**src/rtl/data_acquisition_ip_apb.sv**
```systemverilog
// data_acquisition_ip_apb: APB3 slave that samples one of eight sensor slots, Fast (single) or Slow (averaged)
// Ports: PCLK/PRESET clock and async reset; PSEL/PENABLE/PWRITE/PADDR/PWDATA APB request;
//        PRDATA/PREADY/PSLVERR APB response; SensorReadings eight 16-bit sensor values.
module data_acquisition_ip_apb #(
  parameter int SLOW_SAMPLES = 16
) (
  input  logic             PCLK,
  input  logic             PRESET,
  input  logic             PSEL,
  input  logic             PENABLE,
  input  logic             PWRITE,
  input  logic [7:0]       PADDR,
  input  logic [31:0]      PWDATA,
  output logic [31:0]      PRDATA,
  output logic             PREADY,
  output logic             PSLVERR,
  input  logic [7:0][15:0] SensorReadings
);
  localparam int LG = $clog2(SLOW_SAMPLES);
  typedef enum logic [1:0] {IDLE, FAST, SLOW} state_t;
  state_t         state_q;
  logic [31:0]    cmd_q;
  logic           done_q, err_q;
  logic [15:0]    result_q;
  logic [2:0]     slot_q;
  logic [LG-1:0]  cnt_q;
  logic [15+LG:0] acc_q, acc_d;
  logic [15:0]    sample;
  logic           sel_cmd, sel_sts, sel_res, access, wr_cmd, busy, unused;
  assign busy    = state_q != IDLE;
  assign sel_cmd = PADDR[7:2] == 6'd0;
  assign sel_sts = PADDR[7:2] == 6'd1;
  assign sel_res = PADDR[7:2] == 6'd2;
  assign access  = PSEL & PENABLE;
  assign PREADY  = 1'b1;
  assign PSLVERR = access & (~(sel_cmd | sel_sts | sel_res) | (PWRITE & (sel_sts | sel_res)));
  assign wr_cmd  = access & PWRITE & sel_cmd;
  assign sample  = SensorReadings[slot_q];
  assign acc_d   = acc_q + {{LG{1'b0}}, sample};
  assign unused  = ^PADDR[1:0];
  assign PRDATA  = (!PSEL || PWRITE) ? 32'd0 :
                   sel_cmd ? cmd_q :
                   sel_sts ? {29'd0, busy, err_q, done_q} :
                   sel_res ? {16'd0, result_q} : 32'd0;
  always_ff @(posedge PCLK or posedge PRESET) begin
    if (PRESET) begin
      state_q  <= IDLE;
      cmd_q    <= '0;
      done_q   <= 1'b0;
      err_q    <= 1'b0;
      result_q <= '0;
      slot_q   <= '0;
      cnt_q    <= '0;
      acc_q    <= '0;
    end else begin
      case (state_q)
        FAST: begin
          result_q <= sample;
          done_q   <= 1'b1;
          state_q  <= IDLE;
        end
        SLOW: begin
          acc_q <= acc_d;
          cnt_q <= cnt_q + 1'b1;
          if (cnt_q == LG'(SLOW_SAMPLES - 1)) begin
            result_q <= acc_d[LG +: 16];
            done_q   <= 1'b1;
            state_q  <= IDLE;
          end
        end
        default: ;
      endcase
      // A command while busy is rejected: it only sets err, or clears it when clear=1.
      if (wr_cmd) begin
        if (busy) err_q <= ~PWDATA[0];
        else begin
          cmd_q  <= PWDATA;
          done_q <= 1'b0;
          err_q  <= 1'b0;
          if (!PWDATA[0]) begin
            slot_q <= PWDATA[28:26] + PWDATA[25:23];
            cnt_q  <= '0;
            acc_q  <= '0;
            case (PWDATA[30:29])
              2'b01:   state_q <= FAST;
              2'b10:   state_q <= SLOW;
              2'b11:   err_q   <= 1'b1;
              default: ;
            endcase
          end
        end
      end
    end
  end
endmodule

```
**config.mk**
```make
export PLATFORM = sky130hd
export DESIGN_NAME = data_acquisition_ip_apb
export DESIGN_NICKNAME = d
export VERILOG_FILES = /design/src/rtl/data_acquisition_ip_apb.sv
export SDC_FILE = /design/constraint.sdc
export NUM_CORES = 1
export LEC_CHECK = 0
export BUFFER_PORTS_ARGS = -buffer_cell sky130_fd_sc_hd__buf_2
export CORE_ASPECT_RATIO = 0.6
export CORE_MARGIN = 2
export CORE_UTILIZATION = 35
export CTS_CLUSTER_DIAMETER = 100
export DETAILED_ROUTE_END_ITERATION = 7
export MAX_ROUTING_LAYER = met4
export PLACE_DENSITY = 0.6
export SYNTH_ARGS = -nofsm -noshare
export SYNTH_HDL_FRONTEND = slang
export SYNTH_SLANG_ARGS = --single-unit
```
**constraint.sdc**
```tcl
create_clock -name PCLK -period 4.1 [get_ports PCLK]
set_input_delay 0.41 -clock PCLK [delete_from_list [all_inputs] [get_ports PCLK]]
set_output_delay 0.41 -clock PCLK [all_outputs]
set_load 0.01 [all_outputs]
```
# Word-level counts from Yosys, hierarchy flattened
# Index checks and enable logic that the tools add are counted.
[totals]
ff_bits = 79
in_bits = 173
output_inout_bits = 34
wordCells = 70
[op_classes]
n_addsub = 3
n_lt_le_gt_ge = 1
n_eq_ne = 9
muxes = 29
n_bitwise = 12
n_reduce_logical = 8
[ops]
columns = ["cell", "count"]
rows = [
  ["20-bit two-way mux", 4],
  ["16-bit two-way mux", 4],
  ["32-bit two-way mux", 2],
  ["16-bit binary-select mux with 3-bit select", 1],
  ["16-bit case mux with 2 select lines", 1],
  ["20-bit by 16-bit adder with 20-bit output", 1],
  ["4-bit two-way mux", 4],
  ["2-bit two-way mux", 4],
  ["2-bit case mux with 2 select lines", 2],
  ["2-bit equality test, second input constant", 3],
  ["6-bit by 1-bit equality test with 1-bit output, second input constant", 1],
  ["6-bit by 2-bit equality test with 1-bit output, second input constant", 1],
  ["6-bit zero test", 1],
  ["1-bit two-way mux", 6],
  ["1-bit bitwise AND", 5],
  ["4-bit by 1-bit adder with 4-bit output, second input constant", 1],
  ["2-bit by 1-bit equality test with 1-bit output, second input constant", 2],
  ["4-bit equality test, second input constant", 1],
  ["3-bit by 4-bit less-than comparator with 1-bit output, second input constant", 1],
  ["1-bit OR", 4],
  ["2-bit AND reduction", 2],
  ["2-bit nonzero test", 2],
  ["3-bit adder", 1],
  ["1-bit inverter", 3],
  ["5 further kinds", 5],
]

# Depth between registers and ports, before layout
[logic_depth]
word_depth = 7
ltp_mapped = 13
ltp_nobuf = 10

# Least setup slack after synthesis
# No wires, ideal clock.
[synth_timing]
kind = "register to register"
startpoint = "reg slot_q[0]"
endpoint = "reg result_q[14]"
arrival_time_ns = 3.727
path_slack_ns = 0.252
path_stages_with_launch = 14
path_buffers = 3
period_less_slack_ns = 3.848
path_cell_list = "dfrtp_1 > buf_2 > buf_2 > buf_4 > mux4_2 > mux2_2 > ha_1 > fa_1 > a21o_1 > a221oi_1 > a21oi_1 > a31oi_2 > mux2i_1 > nand2_1"
[synth_via]
elab_chain_cells = 5
[synth_rtl]
columns = ["item", "line_no", "source"]
rows = [
  ["from (decl)", "25", "logic [2:0] slot_q;"],
  ["from (signal assigned)", "81", "slot_q <= PWDATA[28:26] + PWDATA[25:23];"],
  ["16-bit binary-select mux with 3-bit select (*)", "38", "assign sample = SensorReadings[slot_q];"],
  ["16-bit two-way mux (implied by the code) (*)", "38", ""],
  ["20-bit by 16-bit adder with 20-bit output", "39", "assign acc_d = acc_q + {{LG{1'b0}}, sample};"],
  ["16-bit two-way mux", "65", "if (cnt_q == LG'(SLOW_SAMPLES - 1)) begin"],
  ["16-bit case mux with 2 select lines (*)", "56", "case (state_q)"],
  ["to (signal assigned)", "58", "result_q <= sample;"],
  ["to (signal assigned)", "66", "result_q <= acc_d[LG +: 16];"],
  ["to (decl)", "24", "logic [15:0] result_q;"],
]
# Mark *: on every way between the ends. The rest lies on a longest branch, timed or not. The select of a mux whose other input is x is not followed.
# A chain may end at the register's enable or synchronous reset.

# Final worst setup path
[layout_timing]
startpoint = "reg slot_q[0]"
endpoint = "reg result_q[15]"
# The elaborated chain is that of the path after synthesis.

==> flow_summary_export.csv <==
group,metric,value,unit
run_status,status,"complete, no violations",
logic_synthesis,yosysMostFrequentCell,"dfrtp_1",
logic_synthesis,yosysSeqAreaShare,0.341,
final_layout,diodes,0,
cts,post-cts-setup-buffers,0,
worst_setup_path,r2r_cells,10,
detailed_routing,avgViaCountPerCell,5.37,
logic_synthesis,yosysTopAreaCellShare,0.341,
worst_setup_path,crit_type,"flip-flop to flip-flop",
sta,finalCritPeriodShare,0.901,
final_layout,multi_input_area,3620,µm²
final_layout,final_nets,955,
floorplan,rows,36,
detailed_routing,dr.first_iter.drc_count,325,
placed_design,io_buffer_count,203,
cts,htreeDepth,3,
floorplan,core,16200,µm²
cts,root_buffer,"clkbuf_16",
final_layout,drive_above_1_share,0.436,
logic_synthesis,yosysUniqueCellTypes,64,
floorplan,initial_core_util,0.358,
logic_synthesis,synth_fp_nets,755,
cts,cts_buffers,9,
placed_design,place.gp.congestion,0.890,
worst_hold_path,worstHoldPathType,"input port to asynchronous set/reset pin",
sta,skew,7.25,ps
detailed_routing,postRouteAntennaNets,0,
logic_synthesis,netlist_top_cells_area,"dfrtp_1 (34%), mux4_2 (12%), mux2_4 (5.7%)",
floorplan,die_area,17700,µm²
sta,min_period,3690,ps
floorplan,io_pins,207,
power,ir_worst_vdd,0.215,mV
power,pwr_density_cell,386,nW/µm²
flow_run,cap_viol_max_count,0,
worst_setup_path,r2r-start,"slot_q[0]",
floorplan,die_w,170,µm
sta,fmax,271,MHz
final_layout,synthToLayoutAreaGrowth,27.6,%
worst_setup_path,crit_start,"slot_q[0]",
logic_synthesis,yosysWarnings,0,
cts,cts_buffer_depth,2,
global_routing,grt_max_degree,52,
detailed_routing,wl,17400,µm
logic_synthesis,yosys-top-cells-count,"dfrtp_1 (79), nand2_1 (51), nor2_1 (46)",
worst_setup_path,critPathLaunchType,"flip-flop",
final_layout,fillers,1569,
worst_setup_path,cp_max_fo,22,
logic_synthesis,async_flop_share,1.00,
sta,slew_headroom,0.283,
logic_synthesis,synthesis.area,5800,µm²
logic_synthesis,synth-edff-count,0,
cts,cts.repair.resized,0,
worst_setup_path,cp.arrival,3960,ps
logic_synthesis,avgSynthCellArea,10.5,µm²
worst_setup_path,crit_end,"result_q[15]",
worst_setup_path,endpoint_kind,"flip-flop",
global_routing,globalRouteTotalUtil,0.207,
logic_synthesis,yosysTopAreaCell,"dfrtp_1",
worst_setup_path,cp_cell_sequence,"buf_12, mux4_2, mux2_2, ha_1, a21oi_2, o211ai_1, or4_4, and3_1, o311a_1, a21oi_2",
worst_setup_path,slowest_stage,"dfrtp_2",
final_layout,post-route-util,0.456,
sta,worst_slew_pin_slew,1070,ps
sta,finalSetupViolCount,0,
placed_design,dp_hpwl,13800,µm
worst_setup_path,r2r-end,"result_q[15]",
floorplan,dieHeight,104,µm
detailed_routing,vias,5206,
worst_setup_path,rrSetupSlack,410,ps
sta,slew_viol_final,0,
global_routing,antenna_found_initial,0,
cts,cts_num_sinks,79,
logic_synthesis,synth-seq-cells,79,
power,power_leakage,3.56,nW
logic_synthesis,ys_dominant_reg_cell,"dfrtp_1",
detailed_routing,first_pass_iters,5,
cts,ctsHoldBuffers,0,
sta,hold_viol_final,0,
detailed_routing,drc,0,
worst_setup_path,crit_top_cell,"a21oi_2",
detailed_routing,wire_per_inst,17.9,µm
global_routing,grt_pass1_vias,5397,
final_layout,final-seq-area,1980,µm²
sta,rsz0062_at_grt,"no",
cts,clkTransAtPathRegs,60,ps
worst_setup_path,cp.required,4370,ps
cts,cts_tree,"built",
cts,clock_latency,340,ps
logic_synthesis,synthCells,555,
worst_setup_path,slowest_delay,540,ps
global_routing,overflow,0,
global_routing,grt_pass1_wl,28100,µm
sta,tns,0,ps
## cells by family (layout without fill, tap and decap cells)
kind of cell | Yosys count | after routing | share of synthesized area
mux | 88 | 88 | 0.245
fa+ha+maj | 27 | 27 | 0.0608
simple gates | 177 | 177 | 0.157
xor+xnor | 13 | 13 | 0.0196
compound gates | 123 | 123 | 0.140
buf+inv | 47 | 252 | 0.0360
other cells | 1 | 1 | 0.000646
flops | 79 | 79 | 0.341
## registers in the layout, summed over array words and instances (netlist names)
name / cells
slot_q: 3
cmd_q: 32
done_q: 1
err_q: 1
acc_q: 20
state_q: 2
cnt_q: 4
result_q: 16
## power by group
part	leakage [nW]	switching [mW]	internal (mW)
combinational	2.39	0.557	0.467
sequential	1.02	0.0802	0.885
clock	0.157	0.321	0.549
## critical path: cells and delay by family, from the launching register on
| family | cells | cell delay (ps) |
|---|---|---|
| buffers and inverters | 1 | 250 |
| DFF | 1 | 540 |
| muxes | 2 | 820 |
| AOI/OAI and AO/OA | 4 | 810 |
| and+or+nand+nor | 2 | 800 |
| adders and majority gates | 1 | 390 |
## stage by stage
stage          hold slack, ps  total power, mW  cells  cell area [µm²]  setup slack [ps]
2_1_floorplan             442             1.68    555             5800               252
3_3_place_gp              460             1.95    953             7090               472
3_5_place_dp              474             1.99    953             7090               411
4_1_cts                   287             2.87    969             7400               392
5_1_grt                   294             3.03    969             7400               195
6_report                  252             2.86    969             7400               406
## cells in the final DEF (no fill, tap or decap), types with 3 or more instances in the layout
| master | n |
|---|---|
| nand4_1 | 6 |
| a21oi_2 | 3 |
| and3_1 | 7 |
| mux4_2 | 32 |
| a211oi_1 | 7 |
| or3_1 | 5 |
| nand2_1 | 51 |
| ha_1 | 25 |
| o22ai_1 | 4 |
| and2_1 | 20 |
| nor4_1 | 3 |
| nand3_1 | 11 |
| dfrtp_1 | 78 |
| mux2_4 | 22 |
| a221oi_1 | 3 |
| buf_4 | 18 |
| nor3b_1 | 5 |
| a22oi_1 | 13 |
| xor2_1 | 5 |
| clkinv_2 | 3 |
| a21o_1 | 10 |
| nand2b_1 | 3 |
| xnor2_1 | 8 |
| mux2i_1 | 8 |
| buf_2 | 203 |
| nor2_1 | 46 |
| clkbuf_16 | 9 |
| inv_1 | 13 |
| nor3_1 | 7 |
| mux2_2 | 24 |
| a21oi_1 | 30 |
| o21ai_0 | 21 |
| a31oi_1 | 10 |
## per-layer routing
layer  global-route usage  vias to the layer above  wire [µm]
li1                     -                     2468          -
met1                0.276                     2581       7970
met2                0.333                      142       8270
met3               0.0390                       15        989
met4               0.0354                        0        125
met5                    -                        -          0
## worst min-delay path by stage
stage                     slack, ps  depth (start not counted)           end       from
after floorplan                 440                          2     cmd_q[24]  cmd_q[24]
after global placement          460                          2     cmd_q[27]  cmd_q[27]
after detailed placement        470                          2     cmd_q[27]  cmd_q[27]
after CTS                       290                          2  result_q[13]     PRESET
after global routing            290                          2      cmd_q[6]  PWDATA[6]
final                           250                          2  result_q[13]     PRESET
## layout make-up
| type | instances | area share |
|---|---|---|
| Multi-Input combinational cell | 429 | 0.489 |
| Sequential cell | 79 | 0.267 |
| Timing Repair Buffer | 222 | 0.158 |
| Tap cell | 209 | 0.0353 |
| Clock buffer | 12 | 0.0333 |
| Clock inverter | 4 | 0.00947 |
| Inverter | 14 | 0.00727 |
Power figures use the tool's default switching activity.
